$ cat config.mk
export PLATFORM = sky130hd
export DESIGN_NAME = insn_buffer_ctrl
export DESIGN_NICKNAME = d
export VERILOG_FILES = /design/src/rtl/insn_buffer_ctrl.sv
export SDC_FILE = /design/constraint.sdc
export NUM_CORES = 1
export LEC_CHECK = 0
export CELL_PAD_IN_SITES_DETAIL_PLACEMENT = 1
export CELL_PAD_IN_SITES_GLOBAL_PLACEMENT = 1
export CORE_MARGIN = 4
export CORE_UTILIZATION = 44
export CTS_BUF_LIST = sky130_fd_sc_hd__clkbuf_2 sky130_fd_sc_hd__clkbuf_4 sky130_fd_sc_hd__clkbuf_8
export CTS_CLUSTER_DIAMETER = 150
export DETAILED_ROUTE_END_ITERATION = 8
export GPL_TIMING_DRIVEN = 0
export PLACE_DENSITY = 0.84
export SYNTH_ARGS = -nofsm -noshare
export SYNTH_HDL_FRONTEND = slang
export SYNTH_SLANG_ARGS = --single-unit
$ cat constraint.sdc
create_clock -name clk -period 3.4 [get_ports clk]
set_clock_uncertainty 0.05 [all_clocks]
set_input_delay 0.51 -clock clk [delete_from_list [all_inputs] [get_ports clk]]
set_output_delay 0.51 -clock clk [all_outputs]
set_load 0.01 [all_outputs]
$ cat src/rtl/insn_buffer_ctrl.sv
// Instruction buffer between fetch and decode.
// Holds 16-bit halfword entries in a circular array. Fetch pushes one or two
// entries per accepted word, and decode pops one or two entries per cycle.
// The oldest two entries are presented combinationally as low/high.
module insn_buffer_ctrl #(
  parameter int ENTRY_COUNT    = 8,
  parameter int INT_CODE_WIDTH = 4
) (
  input  logic                               clk,
  input  logic                               rst,
  input  logic                               flush,
  input  logic                               write_valid,
  output logic                               write_ready,
  input  logic [31:0]                        write_pc,
  input  logic [31:0]                        write_insn,
  input  logic                               write_skip_low,
  input  logic                               write_fault,
  input  logic                               write_int_valid,
  input  logic [INT_CODE_WIDTH-1:0]          write_int_code,
  input  logic                               read_low,
  input  logic                               read_high,
  output logic [$clog2(ENTRY_COUNT+1)-1:0]   readable_count,
  output logic [15:0]                        low_insn,
  output logic [15:0]                        high_insn,
  output logic [31:0]                        low_pc,
  output logic [31:0]                        high_pc,
  output logic                               low_fault,
  output logic                               high_fault,
  output logic                               low_int_valid,
  output logic                               high_int_valid,
  output logic [INT_CODE_WIDTH-1:0]          low_int_code,
  output logic [INT_CODE_WIDTH-1:0]          high_int_code
);

  localparam int PTR_W = $clog2(ENTRY_COUNT);
  localparam int CNT_W = $clog2(ENTRY_COUNT + 1);

  typedef struct packed {
    logic [15:0]               insn;
    logic [31:0]               pc;
    logic                      fault;
    logic                      int_valid;
    logic [INT_CODE_WIDTH-1:0] int_code;
  } entry_t;

  entry_t mem [ENTRY_COUNT];

  logic [PTR_W-1:0] rd_ptr;
  logic [PTR_W-1:0] wr_ptr;
  logic [PTR_W-1:0] rd_ptr_plus1;
  logic [PTR_W-1:0] wr_ptr_plus1;
  logic [CNT_W-1:0] count;
  logic [CNT_W-1:0] free_slots;
  logic [CNT_W-1:0] pop_req;
  logic [CNT_W-1:0] pops;
  logic [CNT_W-1:0] written;
  logic [CNT_W:0]   count_sum;
  logic [CNT_W-1:0] count_next;
  logic             accept;

  entry_t first_entry;
  entry_t second_entry;
  entry_t low_entry;
  entry_t high_entry;

  assign rd_ptr_plus1 = rd_ptr + PTR_W'(1);
  assign wr_ptr_plus1 = wr_ptr + PTR_W'(1);

  // Back-pressure looks only at registered occupancy; a same-cycle pop never frees room.
  always_comb begin
    free_slots  = CNT_W'(ENTRY_COUNT) - count;
    write_ready = (free_slots >= CNT_W'(2));
    accept      = write_valid & write_ready & ~flush;
  end

  // Build the one or two entries produced by the incoming fetch word.
  always_comb begin
    first_entry  = '0;
    second_entry = '0;
    if (write_skip_low) begin
      first_entry.insn = write_insn[31:16];
      first_entry.pc   = write_pc + 32'd2;
    end else begin
      first_entry.insn = write_insn[15:0];
      first_entry.pc   = write_pc;
    end
    first_entry.fault     = write_fault;
    first_entry.int_valid = write_int_valid;
    // A code with no interrupt attached would be meaningless, so it is stored as zero.
    first_entry.int_code  = write_int_valid ? write_int_code : '0;

    second_entry.insn      = write_insn[31:16];
    second_entry.pc        = write_pc + 32'd2;
    second_entry.fault     = write_fault;
    second_entry.int_valid = 1'b0;
    second_entry.int_code  = '0;
  end

  // Entry and pop accounting; decode may over-ask and is clamped to what is held.
  always_comb begin
    if (read_low) begin
      pop_req = read_high ? CNT_W'(2) : CNT_W'(1);
    end else begin
      pop_req = '0;
    end
    pops = (pop_req > count) ? count : pop_req;

    if (accept) begin
      written = write_skip_low ? CNT_W'(1) : CNT_W'(2);
    end else begin
      written = '0;
    end

    count_sum  = {1'b0, count} + {1'b0, written} - {1'b0, pops};
    count_next = count_sum[CNT_W-1:0];
  end

  // Pointer and occupancy registers; flush wins over any same-cycle write or pop.
  always_ff @(posedge clk or negedge rst) begin
    if (!rst) begin
      rd_ptr <= '0;
      wr_ptr <= '0;
      count  <= '0;
    end else if (flush) begin
      rd_ptr <= '0;
      wr_ptr <= '0;
      count  <= '0;
    end else begin
      rd_ptr <= rd_ptr + PTR_W'(pops);
      wr_ptr <= wr_ptr + PTR_W'(written);
      count  <= count_next;
    end
  end

  // Entry storage; flush leaves stale contents because count=0 hides them.
  always_ff @(posedge clk or negedge rst) begin
    if (!rst) begin
      for (int i = 0; i < ENTRY_COUNT; i++) begin
        mem[i] <= '0;
      end
    end else if (accept) begin
      mem[wr_ptr] <= first_entry;
      if (!write_skip_low) begin
        mem[wr_ptr_plus1] <= second_entry;
      end
    end
  end

  // Present the two oldest entries, masked to zero when not actually held.
  always_comb begin
    low_entry  = (count >= CNT_W'(1)) ? mem[rd_ptr]       : '0;
    high_entry = (count >= CNT_W'(2)) ? mem[rd_ptr_plus1] : '0;
  end

  assign readable_count = count;

  assign low_insn       = low_entry.insn;
  assign low_pc         = low_entry.pc;
  assign low_fault      = low_entry.fault;
  assign low_int_valid  = low_entry.int_valid;
  assign low_int_code   = low_entry.int_code;

  assign high_insn      = high_entry.insn;
  assign high_pc        = high_entry.pc;
  assign high_fault     = high_entry.fault;
  assign high_int_valid = high_entry.int_valid;
  assign high_int_code  = high_entry.int_code;

  // Occupancy must stay within 0..ENTRY_COUNT; an underflow would wrap to a large value.
  assert property (@(posedge clk) disable iff (!rst)
    count_sum <= (CNT_W+1)'(ENTRY_COUNT));

endmodule

* After elaboration in Yosys (flattened, before gate mapping)
Index checks and enable logic that the tools add are counted.
Operators by class: add/subtract/negate cells 8, order comparisons 10, multiplexer cells 25, bitwise logic cells 7, reduce and logical (&&, ||, !) cells 2
Operators by type and width (number):
- 432-bit bitwise mux | 2
- 432-bit two-way mux | 1
- 54-bit two-way mux | 8
- 54-bit binary-select mux with 3-bit select | 2
- 54-bit demux with 3-bit select | 2
- 48-bit two-way mux | 1
- 32-bit by 2-bit adder with 32-bit output, second input constant | 1
- 4-bit greater-or-equal comparator, second input constant | 4
- 3-bit inverter with 4-bit output | 4
- 4-bit two-way mux | 3
- 4-bit by 2-bit greater-or-equal comparator with 1-bit output, second input constant | 2
- 4-bit by 1-bit less-than comparator with 1-bit output, second input constant | 2
- 2-bit two-way mux | 4
- 3-bit by 1-bit adder with 3-bit output, second input constant | 2
- 3-bit adder | 2
- 3-bit two-way mux | 2
- 4-bit by 2-bit adder with 4-bit output | 1
- 4-bit by 1-bit greater-or-equal comparator with 1-bit output, second input constant | 1
- 4-bit > comparator | 1
- 4-bit subtractor | 1
- 4-bit subtractor, first input constant | 1
- 1-bit bitwise AND | 2
- 1-bit logical AND | 2
- 1-bit inverter | 1
Word-level totals: bits in registers 442, input bits 77, output and inout port bits 113, word-level logic and storage cells 95

* Longest topological paths before layout
depth in word-level cells 8, gate-level depth with buffers 16, gate-level depth less buffers 13

* Worst setup path before layout
No wires, ideal clock.
path kind reg-to-reg, start register count[1], in the netlist readable_count[1], end register count[3], in the netlist readable_count[3], arrival time 3.376 ns, path slack -0.157 ns, cell stages (with the launch flop) 17, path buffers 3, period minus slack after synthesis 3.557 ns, cell sequence dfrtp_1 inv_1 ha_1 xnor2_1 nor3_1 a211oi_1 clkbuf_1 buf_2 clkbuf_1 nand2_1 inv_1 fa_1 ha_1 a21o_1 a21oi_1 xnor2_1 nor2_1
On the way: longest elaborated chain between the ends 8
RTL lines:
- start: declaration | RTL line 52 | logic [CNT_W-1:0] count;
- start signal: assignment | RTL line 131 | count <= count_next;
- 4-bit subtractor | RTL line 71 | free_slots = CNT_W'(ENTRY_COUNT) - count;
- 4-bit by 2-bit greater-or-equal comparator with 1-bit output | RTL line 72 | write_ready = (free_slots >= CNT_W'(2));
- 1-bit bitwise AND (2 in series) | RTL line 73 | accept = write_valid & write_ready & ~flush;
- 2-bit two-way mux | RTL line 108 | if (accept) begin
- 4-bit by 2-bit adder with 4-bit output | RTL line 114 | count_sum = {1'b0, count} + {1'b0, written} - {1'b0, pops};
- 4-bit subtractor (*) | RTL line 114
- 4-bit two-way mux (*) | RTL line 124 | end else if (flush) begin
Every way passes the cells marked *; elsewhere a longest branch is shown, timed or not. A chain may end at the register's enable or synchronous reset.

* Worst setup path in the final report
start register rd_ptr[1], end output port low_insn[6]
On the way: longest elaborated chain between the ends 5
RTL lines:
- start: declaration | RTL line 48 | logic [PTR_W-1:0] rd_ptr;
- start signal: assignment | RTL line 129 | rd_ptr <= rd_ptr + PTR_W'(pops);
- 3-bit inverter with 4-bit output (implied by the code) | RTL line 151 | low_entry = (count >= CNT_W'(1)) ? mem[rd_ptr] : '0;
- 54-bit binary-select mux with 3-bit select | RTL line 151
- 54-bit two-way mux (implied by the code) (2 in series) | RTL line 151
- 54-bit two-way mux | RTL line 151
- end: declaration | RTL line 23 | output logic [15:0] low_insn,
No other way between the ends. The select of a mux whose other input is x is not followed.

==> out/metrics.cfg <==
[cts]
clock_tree.buffer_depth=3
cts_made_buffers=82
clock_tree.htree_level_count=3
cts_tree=built
register_clock_pin_slew_on_the_reported_worst_setup_and_hold_paths_ns=0.06
clock_sinks=442
clock_tree_root_buffer_cell=clkbuf_8
clk_latency_ns=0.70

[hold_path]
min_path_type=primary input to flop
worst_hold_startpoint=write_fault

[final_layout]
net_count_of_the_finished_layout=3317
synthesis_to_layout_area_growth_pct=23.4
layout_common_cells=dfrtp_1, nor2_1, a21oi_1
layout.cells.most_common=dfrtp_1
post-route-util_pct=54.9
number_of_fill_cells=6978
layout-drive-gt1-share_pct=23.4

[sta]
slew_violations=0
slew-limit-headroom_pct=9.25
setup_viol_count_final=37
finalCriticalPeriod_ns=3.54
rsz0062_at_grt=yes
fin_crit_sh_pct=104
layout_setup_ws_ns=-0.144
timing_worst_slew_pin_value_ns=1.36
max_freq_mhz=282
timing.final.hold_violations=0

[power_and_ir_drop]
p_comb_share_pct=58.0
internal_power_w=0.0191
pwr_density_cell_nw_per_um2=1010
power.switching_fraction_pct=45.3
power.ir.vdd_worst_mv=0.512
p_switching_w=0.0158
seq_power_share_pct=25.8
share_clk_of_total_power_pct=16.3
leakage_nw=14.1

[setup_path]
cpMaxStageDelayCell=mux4_2
cp_data_required_time_ns=2.84
timing.critical_path.to_type=output port
setup.worst_path.start_class=flop
timing.critical_path.from=rd_ptr[1]
worst-path-buf-inv=3
cp_max_fanout=10
timing.critical_path.slowest_cell_delay_ns=0.59
timing.critical_path.arrival_ns=2.98
worstReg2RegStart=wr_ptr[0]
critical_path_class=flop to output port
cpLargestDelayFamily=buffers and inverters
crit_path_cell_trace=clkbuf_16 > buf_8 > mux4_2 > mux2i_4 > nor2_1 > clkdlybuf4s50_1

[logic_synthesis]
synthCells=2912
ys_async_sr_fraction_pct=100
postSynthRegisterBits=442
synth_area_um2=28100
synth_edf_count=0
synth.net_count=3010
synthesis.yosys.warnings=0
yosys.cell_types.count=68
post_synth_main_area_contributors=dfrtp_1, mux4_2, a21oi_1, o22ai_1, nor2_1
ys_seq_area_share_pct=39.4
synth_ff_type=dfrtp_1
synth_largest_area_cell=dfrtp_1
mean_syn_cell_area_um2=9.65
netlist.area_leader.share_pct=39.4

[place]
placement.setup.worst_slack_ns=-1.63
globalplace.congestion=1.04
numPortBuffers=158
detailedPlacementHpwl_mm=107

[grt]
grt-ovfl-total=0
first_global_vias=31595
pin_count_of_the_biggest_net_entering_global_routing=125
grt_antenna_before_repair=6
grt_usage_pct=45.0
grt_first_pass_wirelength_mm=222

[run]
timing.max_cap.violations=0

[run_status]
outcome=finished, violations left
failed_checks=setup timing

[drt]
avgViaCountPerCell=7.41
routed_wire_length_per_instance_um=38.0
num_vias=30594
firstDrtPassIters=6
route.detailed.drc=0
drtIter0Drc=4379
drt_wl_total_mm=157
ant_nets=0

[floorplanning]
start_util_pct=44.5
die_area_um2=68000
die_h_um=261
core_um2=63200
top_level_ports=190
die_w_um=261
placement_rows=92

[routing by layer]
metal | vias to the layer above | share of wire, % | global-route usage (%)
li1 | 11572 | - | -
met1 | 15483 | 35 | 56.1
met2 | 2695 | 43 | 67.5
met3 | 840 | 13 | 14.5
met4 | 4 | 8.6 | 29.1
met5 | - | 0.018 | 0
[what timing repair did]
item | CTS | global route
setup buffers | 33 | 23
resized for setup | 500 | 151
endpoints found under the setup margin | 485 | 178
endpoints found under the hold margin | 86 | 0
hold buffers | 1 | 0
gates cloned | 2 | 5
pin swaps | 14 | 10
[flip-flops by register name, summed over array words and instances (netlist names)]
| signal | flops |
|---|---|
| mem | 432 |
| readable_count | 4 |
| rd_ptr | 3 |
| wr_ptr | 3 |
[path summary, 6_finish.rpt]
kind | end | slack, ns | cells after the start
max reg2reg | mem[353] | -0.12 | 8
max | low_insn[6] | -0.14 | 6
max in group asynchronous | mem[266] | 1.21 | 4
min reg2reg | mem[30] | 0.45 | 2
min in group asynchronous | mem[28] | 0.33 | 2
min | mem[383] | 0.06 | 3
[tightest hold or removal path, delay by kind of cell]
kind,cells,cell delay (ns)
buffers and inverters,1,0.15
and+or+nand+nor,2,0.10
[power groups by stage]
stage | Combinational [W] | Sequential (W) | Clock [W]
2_1_floorplan | 0.00998 | 0.00822 | 0
3_3_place_gp | 0.0171 | 0.00864 | 0
3_5_place_dp | 0.0176 | 0.00891 | 0
4_1_cts | 0.0188 | 0.00883 | 0.00564
5_1_grt | 0.0209 | 0.00914 | 0.00589
6_report | 0.0202 | 0.00901 | 0.00568
[per-stage QoR]
stage	hold slack, ns	total power [W]	std cells	cell area, um^2	TNS, ns
2_1_floorplan	0.164	0.0182	2912	28100	0
3_3_place_gp	0.425	0.0257	3916	30700	-8360.85
3_5_place_dp	0.442	0.0265	3922	30900	-375.92
4_1_cts	0.0374	0.0333	4100	34200	-2.26
5_1_grt	0.0906	0.0359	4128	34700	-0.453
6_report	0.0577	0.0349	4131	34700	-1.57
[synth_stat cells, types with 7 or more instances]
| cell type | number |
|---|---|
| dfrtp_1 | 442 |
| nor2_1 | 402 |
| a21oi_1 | 369 |
| nand2_1 | 289 |
| o22ai_1 | 260 |
| mux4_2 | 216 |
| clkbuf_1 | 204 |
| o21ai_0 | 99 |
| mux2i_1 | 55 |
| buf_2 | 52 |
| buf_1 | 50 |
| a221oi_1 | 34 |
| a32o_1 | 32 |
| a22oi_1 | 28 |
| nor3_1 | 27 |
| xnor2_1 | 25 |
| o22a_1 | 23 |
| nand3_1 | 22 |
| a211oi_1 | 21 |
| inv_1 | 19 |
| ha_1 | 17 |
| mux2_2 | 17 |
| a31o_2 | 16 |
| and3_1 | 16 |
| xor2_1 | 13 |
| a21o_1 | 12 |
| nand4_1 | 12 |
| a311oi_1 | 9 |
| and2_1 | 9 |
| o31a_1 | 9 |
| a22o_1 | 8 |
| nor4_1 | 8 |
| a31oi_1 | 7 |
| nor2b_1 | 7 |
| or3_1 | 7 |
[area by class of cell]
cell class | instances | area (um^2) | share of cell area, %
plain buffers | 312 | 2270 | 6.54
clock buffers | 130 | 1610 | 4.65
diodes | 5 | 12.5 | 0.0361
repair buffers | 228 | 2240 | 6.45
clock inverters | 15 | 121 | 0.350
multi-input cells | 2133 | 16200 | 46.8
flip-flops and latches | 442 | 11100 | 31.9
inverters | 20 | 75.1 | 0.217
well taps | 846 | 1060 | 3.05
[cell families after synthesis]
kind of cell             share of synthesized area [%]
XOR/XNOR                                          1.18
adder cells (fa/ha/maj)                           1.04
flip-flops                                        39.4
AO/OA/AOI/OAI                                     20.9
multiplexers                                      20.0
AND/OR/NAND/NOR                                   12.7
buffers and inverters                             4.89
(Power assumes the default switching activity.)
